## src/rtl/riscv_test_monitor.sv

```systemverilog
// Watches writeback and retirement of a RISC-V core running a riscv-tests style
// program. Reports pass, fail (with the test number) or timeout, and counts cycles and retired instructions.
module riscv_test_monitor #(
  parameter int unsigned TIMEOUT_CYCLES = 500,
  parameter int unsigned EXIT_SYSCALL   = 93
) (
  input  logic        sys_clk,
  input  logic        sys_rst_n,
  input  logic        enable,
  input  logic        wb_we,
  input  logic [4:0]  wb_rd,
  input  logic [31:0] wb_wdata,
  input  logic        retire_valid,
  input  logic [31:0] retire_inst,
  output logic        done,
  output logic        pass,
  output logic        timeout,
  output logic [30:0] fail_testnum,
  output logic [31:0] cycle_count,
  output logic [31:0] instret_count
);

  localparam int unsigned XLEN     = 32;
  localparam logic [4:0]  REG_GP   = 5'd3;
  localparam logic [4:0]  REG_A0   = 5'd10;
  localparam logic [4:0]  REG_A7   = 5'd17;
  localparam logic [XLEN-1:0] ECALL_INST = 32'h0000_0073;
  localparam logic [XLEN-1:0] EXIT_CODE  = XLEN'(EXIT_SYSCALL);
  localparam logic [XLEN-1:0] TMO_LAST   = XLEN'(TIMEOUT_CYCLES - 1);
  localparam logic [XLEN-1:0] CNT_MAX    = '1;

  typedef enum logic [2:0] {
    S_IDLE,
    S_RUN,
    S_PASS,
    S_FAIL,
    S_TMO
  } state_t;

  state_t state_q, state_d;

  logic [XLEN-1:0] gp_q, a0_q, a7_q;
  logic            gp_hit, a0_hit, a7_hit;
  logic [XLEN-1:0] eff_gp, eff_a7;
  logic            exit_evt;
  logic            unused_a0;

  // x0 can never match the shadowed indices, so zero-register writes fall out naturally.
  assign gp_hit = wb_we && (wb_rd == REG_GP);
  assign a0_hit = wb_we && (wb_rd == REG_A0);
  assign a7_hit = wb_we && (wb_rd == REG_A7);

  assign eff_gp = gp_hit ? wb_wdata : gp_q;
  assign eff_a7 = a7_hit ? wb_wdata : a7_q;

  assign exit_evt = (state_q == S_RUN) && retire_valid &&
                    (retire_inst == ECALL_INST) && (eff_a7 == EXIT_CODE);

  // a0 is shadowed for hierarchical visibility only; no decision depends on it.
  assign unused_a0 = ^a0_q;

  always_ff @(posedge sys_clk or negedge sys_rst_n) begin
    if (!sys_rst_n) begin
      state_q <= S_IDLE;
    end else begin
      state_q <= state_d;
    end
  end

  // Next state: exit beats timeout on the same edge; terminal states hold.
  always_comb begin
    state_d = state_q;
    case (state_q)
      S_IDLE: if (enable) state_d = S_RUN;
      S_RUN: begin
        if (exit_evt) begin
          state_d = (eff_gp == XLEN'(1)) ? S_PASS : S_FAIL;
        end else if (cycle_count == TMO_LAST) begin
          state_d = S_TMO;
        end
      end
      default: state_d = state_q;
    endcase
  end

  always_ff @(posedge sys_clk or negedge sys_rst_n) begin
    if (!sys_rst_n) begin
      gp_q <= '0;
      a0_q <= '0;
      a7_q <= '0;
    end else begin
      if (gp_hit) gp_q <= wb_wdata;
      if (a0_hit) a0_q <= wb_wdata;
      if (a7_hit) a7_q <= wb_wdata;
    end
  end

  // Status flags track the next state so they are valid the cycle after the deciding edge.
  always_ff @(posedge sys_clk or negedge sys_rst_n) begin
    if (!sys_rst_n) begin
      done          <= 1'b0;
      pass          <= 1'b0;
      timeout       <= 1'b0;
      fail_testnum  <= '0;
      cycle_count   <= '0;
      instret_count <= '0;
    end else begin
      done    <= (state_d == S_PASS) || (state_d == S_FAIL) || (state_d == S_TMO);
      pass    <= (state_d == S_PASS);
      timeout <= (state_d == S_TMO);
      if ((state_q == S_RUN) && (state_d == S_FAIL)) begin
        fail_testnum <= eff_gp[XLEN-1:1];
      end
      if (state_q == S_RUN) begin
        if (cycle_count != CNT_MAX) cycle_count <= cycle_count + XLEN'(1);
        if (retire_valid && (instret_count != CNT_MAX)) begin
          instret_count <= instret_count + XLEN'(1);
        end
      end
    end
  end

endmodule

```

## config.mk

```make
export PLATFORM = sky130hd
export DESIGN_NAME = riscv_test_monitor
export DESIGN_NICKNAME = d
export VERILOG_FILES = /design/src/rtl/riscv_test_monitor.sv
export SDC_FILE = /design/constraint.sdc
export NUM_CORES = 1
export LEC_CHECK = 0
export ABC_CLOCK_PERIOD_IN_PS = 2200
export BUFFER_PORTS_ARGS = -buffer_cell sky130_fd_sc_hd__clkbuf_2
export CAP_MARGIN = 20
export CORE_MARGIN = 8
export CORE_UTILIZATION = 30
export CTS_CLUSTER_SIZE = 40
export DETAILED_ROUTE_END_ITERATION = 10
export HOLD_SLACK_MARGIN = 0.1
export PLACE_DENSITY = 0.49
export SLEW_MARGIN = 30
export SYNTH_ARGS = -nofsm -noshare
export SYNTH_HDL_FRONTEND = slang
export SYNTH_SLANG_ARGS = --single-unit
```

## constraint.sdc

```tcl
create_clock -name sys_clk -period 2.2 [get_ports sys_clk]
set_input_delay 0.11 -clock sys_clk [delete_from_list [all_inputs] [get_ports sys_clk]]
set_output_delay 0.11 -clock sys_clk [all_outputs]
set_load 0.01 [all_outputs]
```

Word level (Yosys, flattened, before mapping)
Cells that the tools add are included.
{"block": "op_classes", "add_sub_neg": 2, "n_eq_ne": 12, "muxes": 7, "reduce_logical": 12}
{"operator": "adder 32 x 1 -> 32 bit, second input constant", "n": 2}
{"operator": "equality test 32 x 7 -> 1 bit, second input constant", "n": 2}
{"operator": "2-to-1 mux 32 bit", "n": 2}
{"operator": "inequality test 32 bit, second input constant", "n": 2}
{"operator": "equality test 32 x 1 -> 1 bit, second input constant", "n": 1}
{"operator": "equality test 32 x 9 -> 1 bit, second input constant", "n": 1}
{"operator": "2-to-1 mux 3 bit", "n": 3}
{"operator": "logical AND 1 bit", "n": 7}
{"operator": "equality test 3 x 2 -> 1 bit, second input constant", "n": 2}
{"operator": "case mux 3 bit (2 select lines)", "n": 1}
{"operator": "equality test 5 x 2 -> 1 bit, second input constant", "n": 1}
{"operator": "equality test 5 bit, second input constant", "n": 1}
{"operator": "AND reduction 2 bit", "n": 2}
{"operator": "equality test 3 x 1 -> 1 bit, second input constant", "n": 1}
{"operator": "equality test 3 bit, second input constant", "n": 1}
{"operator": "zero test 3 bit", "n": 1}
{"operator": "logical OR 1 bit", "n": 2}
{"operator": "2-to-1 mux 1 bit", "n": 1}
{"block": "totals", "register_bits": 165, "input_bits": 74, "word_cells": 42}

Logic depth before layout (Yosys ltp)
Gate-level depths: netlist of run 1.
{"block": "logic_depth", "word_depth": 10, "mapped_depth": 7, "ltp_nobuf": 7}

Worst setup path after synthesis of run 1
OpenSTA, ideal clock, no wires.
{"block": "synth_timing", "kind": "register to register", "from": "reg instret_count[10]", "to": "reg instret_count[30]", "setup_ns": 0.125, "t_arrival_ns": 1.866, "required_ns": 2.075, "setup_slack_ns": 0.208, "stages_incl_launch_ff": 7, "path_buffers": 0, "synth_period_minus_slack_ns": 1.992, "path_cell_list": "dfrtp_1 -> and3_1 -> nand4_2 -> or4_4 -> nor2_1 -> nand4_1 -> xnor2_1"}
{"block": "synth_via", "elab_chain_len": 3, "elab_cells_between_ends": 4, "classes_between": "add/sub (1); eq/ne (1); reduce/logical (2)"}
{"element": "start, declared", "line_no": "20", "rtl": "output logic [31:0] instret_count"}
{"element": "start signal, assigned", "line_no": "117", "rtl": "instret_count <= instret_count + XLEN'(1);"}
{"element": "branches (longest 3 deep; another with adder 32 x 1 -> 32 bit)"}
Parallel ways; which one is timed is not known.
A chain may end at the register's enable or synchronous reset.

Final worst setup path of run 1
{"block": "layout_timing", "from": "in wb_wdata[2]", "to": "reg fail_testnum[25]"}
{"block": "layout_via", "elab_chain_len": 7, "elab_cells_between_ends": 10, "classes_between": "eq/ne (3); mux (5); reduce/logical (2)"}
{"element": "start, declared", "line_no": "12", "rtl": "input logic [31:0] wb_wdata,"}
{"element": "2-to-1 mux 32 bit"}
{"element": "equality test 32 x 1 -> 1 bit or equality test 32 x 7 -> 1 bit (tied branches)", "line_no": "77, 57"}
{"element": "2-to-1 mux 1 bit or logical AND 1 bit (tied branches)", "line_no": "77, 57"}
{"element": "2-to-1 mux 3 bit *", "line_no": "76", "rtl": "if (exit_evt) begin"}
{"element": "case mux 3 bit (2 select lines) *", "line_no": "73", "rtl": "case (state_q)"}
{"element": "equality test 3 x 2 -> 1 bit *", "line_no": "111", "rtl": "if ((state_q == S_RUN) && (state_d == S_FAIL)) begin"}
{"element": "logical AND 1 bit *", "line_no": "111"}
{"element": "end signal, assigned", "line_no": "112", "rtl": "fail_testnum <= eff_gp[XLEN-1:1];"}
{"element": "end, declared", "line_no": "18", "rtl": "output logic [30:0] fail_testnum,"}
Every way passes the cells marked *; elsewhere a longest branch is shown, timed or not.

==> summary.md, run 1 <==
| Metric | Value |
|---|---|
| GR Overflow Total | `0` |
| Setup-failing EPs final | `2` |
| Fmax | `452.3 MHz` |
| Final Slew Violations | `0` |
| Hold_sp | `wb_wdata[7]` |
| Cells on Worst Hold Path | `3` |
| RSZ-0062 raised after global routing | `yes` |
| Ports | `172` |
| Vias | `5,993` |
| Placed insts | `1,191` |
| Worst reg2reg setup slack | `0.02 ns` |
| Avg WL per Cell | `17.28 µm` |
| HP Class | `input port to flop` |
| Failing checks | `setup timing` |
| Cell Rows | `57` |
| Setup TNS | `-0.01211 ns` |
| Post-DP HPWL | `15.91 mm` |
| Async SR Flop Fraction | `100.0%` |
| Post-synthesis sequential area ratio | `a little under three fifths` |
| IO Port Bufs | `171` |
| # diodes | `0` |
| Main flop type after synthesis | `dfrtp_1` |
| Post-route clock period utilization | `100.5%` |
| Worst slew margin | `between 60 and 70%` |
| Largest net degree at the start of global routing | `between 50 and 60` |
| CTS tree | `done` |
| Initial Util | `30.58%` |
| Yosys warns | `0` |
| Tmin final | `2.211 ns` |
| Commonest non-fill, non-tap cell in the layout | `clkbuf_2` |
| DRT antenna net count | `0` |
| Skew-Pair Late Insertion Delay | `around 0.44 ns` |
| DR iter-0 viols | `~300` |
| Yosys reg bits | `around 170` |
| Fin util | `42.36%` |
| Root Buffer Master | `clkbuf_16` |
| Post-layout nets | `1,001` |
| Crit path cell chain | `dlygate4sd3_1 -> clkbuf_2 -> or4_1 -> nor3_1 -> a32oi_1 -> o2111ai_4 -> clkbuf_16 -> mux2_2` |
| Fillcell total | `~2,400` |
| Max rail drop VDD | `around 0.45 mV` |
| Fraction of layout cells with a size suffix above 1 | `38.81%` |
| Worst Tran Pin Value | `between 0.5 and 0.6 ns` |
| Final GP Congestion | `0.7915` |
| PnR worst setup slack | `-0.01074 ns` |
| Die Ht | `between 150 and 200 µm` |
| Cell Area, Synth | `0.007460 mm²` |
| Most frequent cells in the layout | `clkbuf_2 (167), dfrtp_1 (164), nand2_1 (132)` |
| Worst r2r src | `state_q[2]` |
| Total of max-cap violations | `0` |
| Worst endpoint required time | `2.51 ns` |
| DRT Pass-1 Iters | `4` |
| Status | `complete, but fails checks` |
| Gr usage total | `14.21%` |
| Finished Layout Cells | `around 1,300` |
| Average size of a mapped cell | `11.42 µm²` |
| Final Hold Viols | `0` |
| Total die area | `0.03017 mm²` |
| WHS Endpoint | `a7_q[7]` |
| Netlist cell types | `59` |
| Area growth syn-to-layout | `38.49%` |
| H-Tree Level Count | `4` |
| FF-to-FF path depth | `7` |
| Die width | `roughly 170 µm` |
| Worst Path Arrival | `2.53 ns` |
| DR DRC count | `0` |
| Clk_skew | `around 0.02 ns` |
| Clk buf depth | `2` |
| Core area | `0.02439 mm²` |
| Post-synth EDFFs | `0` |
| Mapped Cells | `653` |
| Element type at the critical path end | `flop` |
| Number of global-route vias before repair | `roughly 6,400` |
| First-pass GRT wire length | `35.07 mm` |
| Slowest CP cell | `or4_1` |
| Drt total wl | `21.80 mm` |
| Clock slew at reported path FFs | `0.07 ns` |
| Total CTS buffers | `17` |
| Vias/cell | `4.749` |
| Static leakage | `5.076 nW` |
| Power per cell area | `772.8 mW/mm²` |
| Sink Count | `165` |
| Critical path class | `input port to flop` |
| Initial antenna violation count | `0` |
| Reg-to-Reg End | `fail_testnum[1]` |
| Type of origin of the critical path | `input port` |
| Critical path's largest stage delay | `0.57 ns` |
| Crit Path Max Fanout | `8` |
| Syn_nets | `729` |
## routing by layer
metal  global-route usage [%]  wire [µm]  vias to the layer above
li1                         -          -                     2906
met1                    18.94      10360                     2905
met2                    22.78      10090                      170
met3                    3.529       1173                       12
met4                    3.491        180                        0
met5                        0          0                        -
## worst max-delay path by stage
stage / depth (start not counted) / endpoint / from
finish: 8 / fail_testnum[25] / wb_wdata[2]
global route: 9 / fail_testnum[1] / wb_wdata[13]
CTS: 10 / pass / wb_wdata[7]
detailed placement: 7 / instret_count[8] / instret_count[0]
global placement: 7 / instret_count[14] / instret_count[0]
floorplan: 6 / instret_count[30] / instret_count[10]
## worst max-delay path: cells and delay by family
kind | cells | cell delay [ns]
AO/OA/AOI/OAI | 2 | 0.38
multiplexers | 1 | 0.34
buffers and inverters | 3 | 0.95
AND/OR/NAND/NOR | 2 | 0.73
## logic make-up after synthesis
group                    share of synthesized area (%)
AO/OA/AOI/OAI                                    2.499
XOR/XNOR                                         6.575
adder cells (fa/ha/maj)                         0.3354
buffers and inverters                            1.174
flip-flops                                       55.35
multiplexers                                     10.62
AND/OR/NAND/NOR                                  23.45
## cells in the mapped netlist (2+ instances only)
library cell / n / area share (%)
a211oi_1: 2 / 0.20
a21o_1: 2 / 0.20
a21oi_1: 7 / 0.47
and2_1: 4 / 0.34
and3_1: 9 / 0.75
and4_1: 7 / 0.82
buf_6: 3 / 0.45
clkbuf_1: 10 / 0.50
dfrtp_1: 165 / 55
ha_1: 2 / 0.34
inv_1: 3 / 0.15
mux2_2: 57 / 8.6
mux2_4: 8 / 1.6
mux2i_1: 3 / 0.40
nand2_1: 132 / 6.6
nand2b_1: 3 / 0.25
nand3_1: 25 / 1.7
nand3b_1: 2 / 0.20
nand4_1: 26 / 2.2
nand4b_1: 2 / 0.23
nor2_1: 24 / 1.2
nor3_1: 11 / 0.74
nor3b_1: 3 / 0.30
nor4_1: 43 / 3.6
nor4b_1: 8 / 0.94
nor4b_4: 2 / 0.64
nor4bb_1: 2 / 0.27
o211ai_1: 2 / 0.20
or4_1: 2 / 0.20
xnor2_1: 42 / 4.9
xor2_1: 14 / 1.6
## area by class of cell
type | instances | area [µm²] | share of cell area [%]
clock buffer | 17 | 425.4 | 4.118
clock inverter | 15 | 175.2 | 1.696
inverter | 3 | 11.26 | 0.1090
multi-input combinational | 471 | 3422 | 33.12
sequential | 165 | 4130 | 39.98
tap | 324 | 405.4 | 3.924
timing repair buffer | 267 | 1762 | 17.05
## sequential cells by signal (all words and copies together), names as in the netlist
signal / flops
cycle_count: 32
done: 1
fail_testnum: 31
a7_q: 32
gp_q: 32
pass: 1
state_q: 3
instret_count: 32
timeout: 1
## metrics by stage
step / hold WS (ns) / instance area [µm²] / total power, mW / setup slack, ns
after CTS: 0.1584 / 10100 / 8.057 / 0.01365
final: 0.1424 / 10330 / 7.984 / -0.01074
after global routing: 0.1562 / 10330 / 8.393 / -0.08710
after floorplan: -0.1856 / 7460 / 4.273 / 0.2084
after detailed placement: 0.05467 / 9128 / 4.929 / -0.04494
after global placement: 0.05733 / 9128 / 4.914 / -0.05351
## repair_timing
item | in CTS | in global routing
gates resized for setup | 2 | 26
hold buffers | 36 | 0
endpoints found under the setup margin | 8 | 45
pin swaps | 0 | 1
gates cloned | 0 | 3
hold endpoints to repair | 234 | 0
buffers inserted | 0 | 3
## power breakdown
part | switching, mW | internal [mW] | leakage, nW
logic | 0.648 | 0.636 | 2.58
clock network | 1.47 | 1.54 | 0.291
registers | 0.306 | 3.38 | 2.20
total | 2.43 | 5.56 | 5.08
Power figures use the tool's default switching activity.
==> run 2, diff against run 1 <==
- CORE_ASPECT_RATIO: not set -> 1.25
- CORE_MARGIN: 8 -> 4
- CTS_CLUSTER_SIZE: 40 -> 30
==> run 2 against run 1 <==
Net effect:
- the run still ends with setup timing left
- clock power increased by 7.3%
- die area is 9.0% lower
- cell area grew 0.39%
- first-iteration DRC count decreased by 22%
- count of clock-buffer cells in the layout up 2
- register-to-register slack about the same
- critical path type unchanged
- largest cell class unchanged
==> summary.md, run 2 (same netlist as run 1, synthesis figures left out) <==
| Metric | Value |
|---|---|
| Cell Rows | `64 (+12%)` |
| Clock slew at reported path FFs | `0.08 ns (about the same)` |
| Vias/cell | `4.715 (-0.72%)` |
| Finished Layout Cells | `1,276 (+1.1%)` |
| First-pass GRT wire length | `33.31 mm (-5.0%)` |
| DRT Pass-1 Iters | `4 (unchanged)` |
| Final Hold Viols | `0 (unchanged)` |
| Total CTS buffers | `17 (unchanged)` |
| Type of origin of the critical path | `input port` |
| Reg-to-Reg End | `fail_testnum[21]` |
| IO Port Bufs | `171 (unchanged)` |
| GR Overflow Total | `0 (unchanged)` |
| # diodes | `0 (unchanged)` |
| Failing checks | `setup timing` |
| Core area | `0.02450 mm² (+0.46%)` |
| Ports | `172 (unchanged)` |
| Setup-failing EPs final | `8 (+6)` |
| Worst Setup SP | `wb_wdata[7]` |
| Total die area | `0.02747 mm² (-9.0%)` |
| Commonest non-fill, non-tap cell in the layout | `clkbuf_2` |
| Finished Cell Area | `0.01037 mm² (+0.39%)` |
| Worst endpoint required time | `2.50 ns (about the same)` |
| Critical path class | `input port to flop` |
| Number of global-route vias before repair | `6,279 (-1.7%)` |
| Worst Tran Pin Value | `0.4990 ns (-0.01375 ns)` |
| Most frequent cells in the layout | `clkbuf_2 (170), dfrtp_1 (164), nand2_1 (132)` |
| Die width | `149.0 µm (-14%)` |
| Post-DP HPWL | `15.50 mm (-2.6%)` |
| Drt total wl | `21.12 mm (-3.1%)` |
| DR iter-0 viols | `231 (-22%)` |
| Gr usage total | `15.13% (+0.93 points)` |
| Skew-Pair Late Insertion Delay | `0.42 ns (-0.02 ns)` |
| Placed inst area | `0.009158 mm² (+0.33%)` |
| Worst slew margin | `66.59% (+0.92 points)` |
| Vias | `6,016 (+0.38%)` |
| Clk_skew | `0.01524 ns (-0.004309 ns)` |
| Initial antenna violation count | `0 (unchanged)` |
| Worst Path Arrival | `2.52 ns (about the same)` |
| DR DRC count | `0 (unchanged)` |
| Die Ht | `184.3 µm (+6.1%)` |
| Final Slew Violations | `0 (unchanged)` |
| Post-route clock period utilization | `101.0% (+0.56 points)` |
| Crit Path Max Fanout | `8 (unchanged)` |
| PnR worst setup slack | `-0.02306 ns (-0.01232 ns)` |
| Static leakage | `5.121 nW (+0.90%)` |
| Worst r2r src | `gp_q[29]` |
| RSZ-0062 raised after global routing | `yes` |
| Multi-input gate area in the final layout | `0.003382 mm² (-1.2%)` |
| Total of max-cap violations | `0 (unchanged)` |
| Max rail drop VDD | `0.5039 mV (+13%)` |
| Fillcell total | `2,418 (+0.17%)` |
| Fraction of layout cells with a size suffix above 1 | `38.90% (+0.095 points)` |
| Fmax | `449.8 MHz (-0.55%)` |
| Placed insts | `1,200 (+0.76%)` |
| Root Buffer Master | `clkbuf_16` |
| Final GP Congestion | `0.7871 (-0.56%)` |
| Clk buf depth | `2 (unchanged)` |
| Largest net degree at the start of global routing | `52 (-8.8%)` |
| Element type at the critical path end | `flop` |
| Post-layout nets | `1,009 (+0.80%)` |
| Status | `complete, but fails checks` |
| CTS tree | `done` |
| Sink Count | `165 (unchanged)` |
| H-Tree Level Count | `4 (unchanged)` |
| Tmin final | `2.223 ns (+0.01232 ns)` |
| HP Class | `input port to asynchronous set/reset pin` |
| Power per cell area | `787.2 mW/mm² (+1.9%)` |
| Area growth syn-to-layout | `39.03%` |
| Worst reg2reg setup slack | `0.03 ns (about the same)` |
| Final worst hold slack | `0.1862 ns (+0.04387 ns)` |
| Register Area | `0.004130 mm² (unchanged)` |
| Initial Util | `30.44% (-0.14 points)` |
| FF-to-FF path depth | `7 (unchanged)` |
| Total Power | `8.164 mW (+2.3%)` |
| DRT antenna net count | `0 (unchanged)` |
| Avg WL per Cell | `16.55 µm (-4.2%)` |
-- run 2: changes by cell type in the layout (fill, tap and decap cells not counted), moves of 2 or more --
cell,before,now
nor4_4,6,4
bufinv_16,0,3
inv_6,1,5
dlygate4sd3_1,34,36
nor4_1,29,32
nor4b_2,2,0
inv_8,6,2
dlymetal6s4s_1,2,0
clkinv_8,3,0
buf_4,57,62
clkbuf_2,167,170
nor4b_1,6,8
-- run 2: routing by layer --
metal,vias up,wire [µm],part of all wire [%],global-route usage (%)
li1,2913,-,-,-
met3,12,756,3.6,2.828
met1,2952,9020,43,19.52
met5,-,0,0,0
met4,0,271,1.3,4.212
met2,139,11070,52,26.06
-- run 2: final cells by class --
cell class / count / area share (%)
Sequential cell: 165 / 39.82
Multi-Input combinational cell: 471 / 32.61
Inverter: 3 / 0.1086
Clock buffer: 19 / 4.271
Timing Repair Buffer: 275 / 17.44
Clock inverter: 13 / 1.761
Tap cell: 330 / 3.981
-- run 2: worst max path at each step --
stage	depth (start not counted)	end
after floorplan	6	instret_count[30]
after global placement	7	instret_count[14]
after detailed placement	7	instret_count[14]
after CTS	8	done
after global routing	7	fail_testnum[29]
final	10	fail_testnum[27]
-- run 2: power by group --
part	switching [mW]	internal [mW]	total, mW
Clock	1.38	1.86	3.24
Combinational	0.623	0.623	1.25
Sequential	0.301	3.38	3.68
-- run 2: worst max-delay path: stages --
cell and delay [ns]:
dlygate4sd3_1 0.53, clkbuf_2 0.14, nor4_2 0.28, buf_4 0.16
nand3b_1 0.09, nor4_1 0.28, buf_4 0.17, o2111ai_4 0.20
clkbuf_16 0.26, mux2_4 0.30
-- run 2: repair_timing --
item | CTS | global route
cloned | 0 | 3
setup buffers | 0 | 5
endpoints found under the hold margin | 206 | 0
endpoints found under the setup margin | 6 | 42
pin swaps | 0 | 6
hold buffers | 36 | 0
resized for setup | 1 | 20
-- run 2: metrics by stage --
step                      setup TNS (ns)  setup WS [ns]  utilization (%)
after floorplan                        0         0.2084                -
after global placement          -0.09754       -0.02784            37.37
after detailed placement         -0.1135       -0.03211            37.37
after CTS                              0       0.002740            41.42
after global routing             -0.5287       -0.05505            42.33
final                            -0.1150       -0.02306            42.33
==> run 3, diff against run 2 <==
- ABC_AREA: not set -> 1
- PLACE_DENSITY: 0.49 -> 0.48
==> run 3 against run 2 <==
Net effect:
- the run now ends clean
- synthesized cell count grew 55%
- register-to-register slack improved by 0.18 ns
- critical path depth is 2 lower
- fmax up 12%
- clock skew decreased by 0.0041 ns
- sequential power is 10% lower
- final cell count is 29% higher
- clock power about the same
- sequential share of layout area shrank 1.8 points
- critical endpoint is now cycle_count[30]
- largest cell class unchanged
==> summary.md, run 3 <==
| Metric | Value |
|---|---|
| Placed insts | `1,576 (+31%)` |
| Top cells by area, synth | `dfrtp_1 (51%), nand2_1 (13%), inv_1 (8.8%)` |
| Crit Path Max Fanout | `6 (-2)` |
| Gr usage total | `16.03% (+0.90 points)` |
| First-pass GRT wire length | `37.86 mm (+14%)` |
| Worst Path Arrival | `2.29 ns (-0.23 ns)` |
| Setup-failing EPs final | `0 (-8)` |
| Netlist cell types | `26 (-56%)` |
| Yosys reg bits | `165 (unchanged)` |
| Final GP Congestion | `0.8192 (+4.1%)` |
| Most frequent cells in the layout | `nand2_1 (271), inv_1 (187), clkbuf_2 (170)` |
| Total CTS buffers | `17 (unchanged)` |
| Switching Fraction | `25.12% (-3.0 points)` |
| Final Slew Violations | `0 (unchanged)` |
| Worst r2r src | `cycle_count[14]` |
| Initial Util | `30.64% (+0.20 points)` |
| CP top delay family | `simple AND/OR/NAND/NOR gates` |
| Mapped Cells | `1,012 (+55%)` |
| Yosys warns | `0 (unchanged)` |
| Post-synth EDFFs | `0 (unchanged)` |
| Critical path class | `flop to flop` |
| Tmin final | `1.991 ns (-0.2321 ns)` |
| Fin util | `41.49% (-0.83 points)` |
| Total die area | `0.02943 mm² (+7.2%)` |
| DR DRC count | `0 (unchanged)` |
| DR iter-0 viols | `254 (+10%)` |
| Post-synthesis sequential area ratio | `51.47% (-3.9 points)` |
| Main flop type after synthesis | `dfrtp_1` |
| Final Hold Viols | `0 (unchanged)` |
| H-Tree Level Count | `4 (unchanged)` |
| Cell Rows | `66 (+3.1%)` |
| DRT antenna net count | `0 (unchanged)` |
| Cell Area, Synth | `0.008021 mm² (+7.5%)` |
| Number of global-route vias before repair | `7,447 (+19%)` |
| Seq pwr share | `44.5% (-0.6 points)` |
| CTS tree | `done` |
| Commonest non-fill, non-tap cell in the layout | `nand2_1` |
| Fmax | `502.3 MHz (+12%)` |
| Initial antenna violation count | `1 (+1)` |
| Fraction of layout cells with a size suffix above 1 | `23.18% (-16 points)` |
| Post-layout nets | `1,366 (+35%)` |
| Average size of a mapped cell | `7.926 µm² (-31%)` |
| Int Pwr | `5.550 mW (-5.3%)` |
| Vias | `7,116 (+18%)` |
| Synth area leader | `dfrtp_1` |
| IO Port Bufs | `171 (unchanged)` |
| Die Ht | `190.8 µm (+3.5%)` |
| Most used cell, CP | `nor3_1` |
| Skew-Pair Late Insertion Delay | `0.43 ns (about the same)` |
| Async SR Flop Fraction | `100.0% (unchanged)` |
| Ports | `172 (unchanged)` |
| Post-route clock period utilization | `90.50% (-11 points)` |
| Crit path cell chain | `inv_1 -> nor3_1 -> nand4_1 -> nor3_1 -> nand2_1 -> nor2_2 -> nand3_1 -> xor2_1` |
| Hold_sp | `retire_valid` |
| Worst Tran Pin Value | `0.4640 ns (-0.03502 ns)` |
| Setup TNS | `0 ns (+0.1150 ns)` |
| Commonest cells post-synth | `nand2_1 (271), inv_1 (187), dfrtp_1 (165), nor2_1 (106), o21ai_1 (68)` |
| Static leakage | `5.754 nW (+12%)` |
| DRT Pass-1 Iters | `4 (unchanged)` |
| Root Buffer Master | `clkbuf_16` |
| Post-DP HPWL | `17.01 mm (+9.8%)` |
| Element type at the critical path end | `flop` |
| Type of origin of the critical path | `flop` |
| Slowest CP cell | `dfrtp_1` |
| Core area | `0.02618 mm² (+6.8%)` |
| HP Class | `input port to flop` |
| Clk buf depth | `2 (unchanged)` |
| Die width | `154.3 µm (+3.5%)` |
| Status | `complete, no violations` |
| Sink Count | `165 (unchanged)` |
| Power per cell area | `682.5 mW/mm² (-13%)` |
| GR Overflow Total | `0 (unchanged)` |
| Psw | `1.862 mW (-19%)` |
| Total of max-cap violations | `0 (unchanged)` |
| Worst Setup SP | `cycle_count[14]` |
| Drt total wl | `22.57 mm (+6.8%)` |
| RSZ-0062 raised after global routing | `no` |
| Logic gate share of total power | `12.2% (-3.1 points)` |
| Crit path buf inv count | `1 (-4)` |
| Clock slew at reported path FFs | `0.07 ns (about the same)` |
| Clk_skew | `0.01110 ns (-0.004134 ns)` |
| Final worst hold slack | `0.1692 ns (-0.01709 ns)` |
| Clock power share | `43.3% (+3.6 points)` |
| Finished Cell Area | `0.01086 mm² (+4.7%)` |
| Critical path's largest stage delay | `0.46 ns (-0.07 ns)` |
| Yosys top cell area share | `51.47% (-3.9 points)` |
| Vias/cell | `4.328 (-8.2%)` |
| Placed inst area | `0.009849 mm² (+7.6%)` |
| Worst slew margin | `69.07% (+2.5 points)` |
| Worst reg2reg setup slack | `0.21 ns (+0.18 ns)` |
| Worst endpoint required time | `2.50 ns (about the same)` |
| Finished Layout Cells | `1,644 (+29%)` |
| Avg WL per Cell | `13.73 µm (-17%)` |
| Max rail drop VDD | `0.4954 mV (-1.7%)` |
| Area growth syn-to-layout | `35.41%` |
| Largest net degree at the start of global routing | `58 (+12%)` |
| Count leader, synth | `nand2_1` |
| Syn_nets | `1,088 (+49%)` |
## run 3: cell count changes after synthesis, moves of 33 or more
cell,delta
xor2_1,+33
inv_1,+184
nor4_1,-34
o21ai_1,+68
mux2_2,-57
nand2_1,+139
nor2_1,+82
## run 3: worst min-delay path, cell delays in order
cell      delay (ns)
clkbuf_2        0.11
nand3_2         0.13
nor3_1          0.07
xor2_1          0.12
## run 3: per-layer routing
| layer | track usage, % | vias to the layer above | part of all wire (%) |
|---|---|---|---|
| met5 | 0 | - | 0 |
| met4 | 3.738 | 0 | 0.49 |
| met3 | 3.905 | 7 | 4.4 |
| met2 | 28.13 | 142 | 51 |
| met1 | 19.91 | 3289 | 44 |
| li1 | - | 3678 | - |
## run 3: kinds of logic after synthesis
logic type      after synthesis  share of synthesized area [%]
simple gates                488                          25.97
fa+ha+maj                     2                         0.3119
flops                       165                          51.47
xor+xnor                     60                          6.551
buf+inv                     217                          10.67
compound gates               80                          5.023
## run 3: layout make-up
cell class                      instances  area (µm²)
Fill cell                            2677       15320
Sequential cell                       165        4129
Multi-Input combinational cell        630        3065
Timing Repair Buffer                  284        1883
Inverter                              192       724.4
Clock buffer                           20       466.7
Tap cell                              340       425.4
Clock inverter                         12       165.2
Antenna cell                            1       2.502
## run 3: repair_timing
action	CTS	global route
hold buffers	34	0
resized for setup	0	8
buffers inserted	0	1
endpoints found under the hold margin	197	0
setup endpoints to repair	0	43
## run 3: power by group through the flow
stage / Sequential (mW) / Combinational [mW] / Clock [mW]
CTS: 3.30 / 0.925 / 3.31
global placement: 3.35 / 0.863 / 0
detailed placement: 3.36 / 0.868 / 0
global route: 3.32 / 1.05 / 3.46
floorplan: 3.35 / 0.449 / 0
finish: 3.30 / 0.902 / 3.21
## run 3: path summary, 6_finish.rpt
path                            cells after the start           endpoint
worst min register to register                      2            a7_q[2]
min in group asynchronous                           2  instret_count[31]
worst min-delay path                                4  instret_count[14]
worst max register to register                      8    cycle_count[30]
max in group asynchronous                           3     cycle_count[3]
worst max-delay path                                8    cycle_count[30]
## run 3: through the flow
step	total power [mW]	setup WS, ns
after global routing	7.830	0.01211
final	7.413	0.2091
after detailed placement	4.228	0.04401
after global placement	4.216	0.08980
after CTS	7.540	0.07613
after floorplan	3.796	0.2607
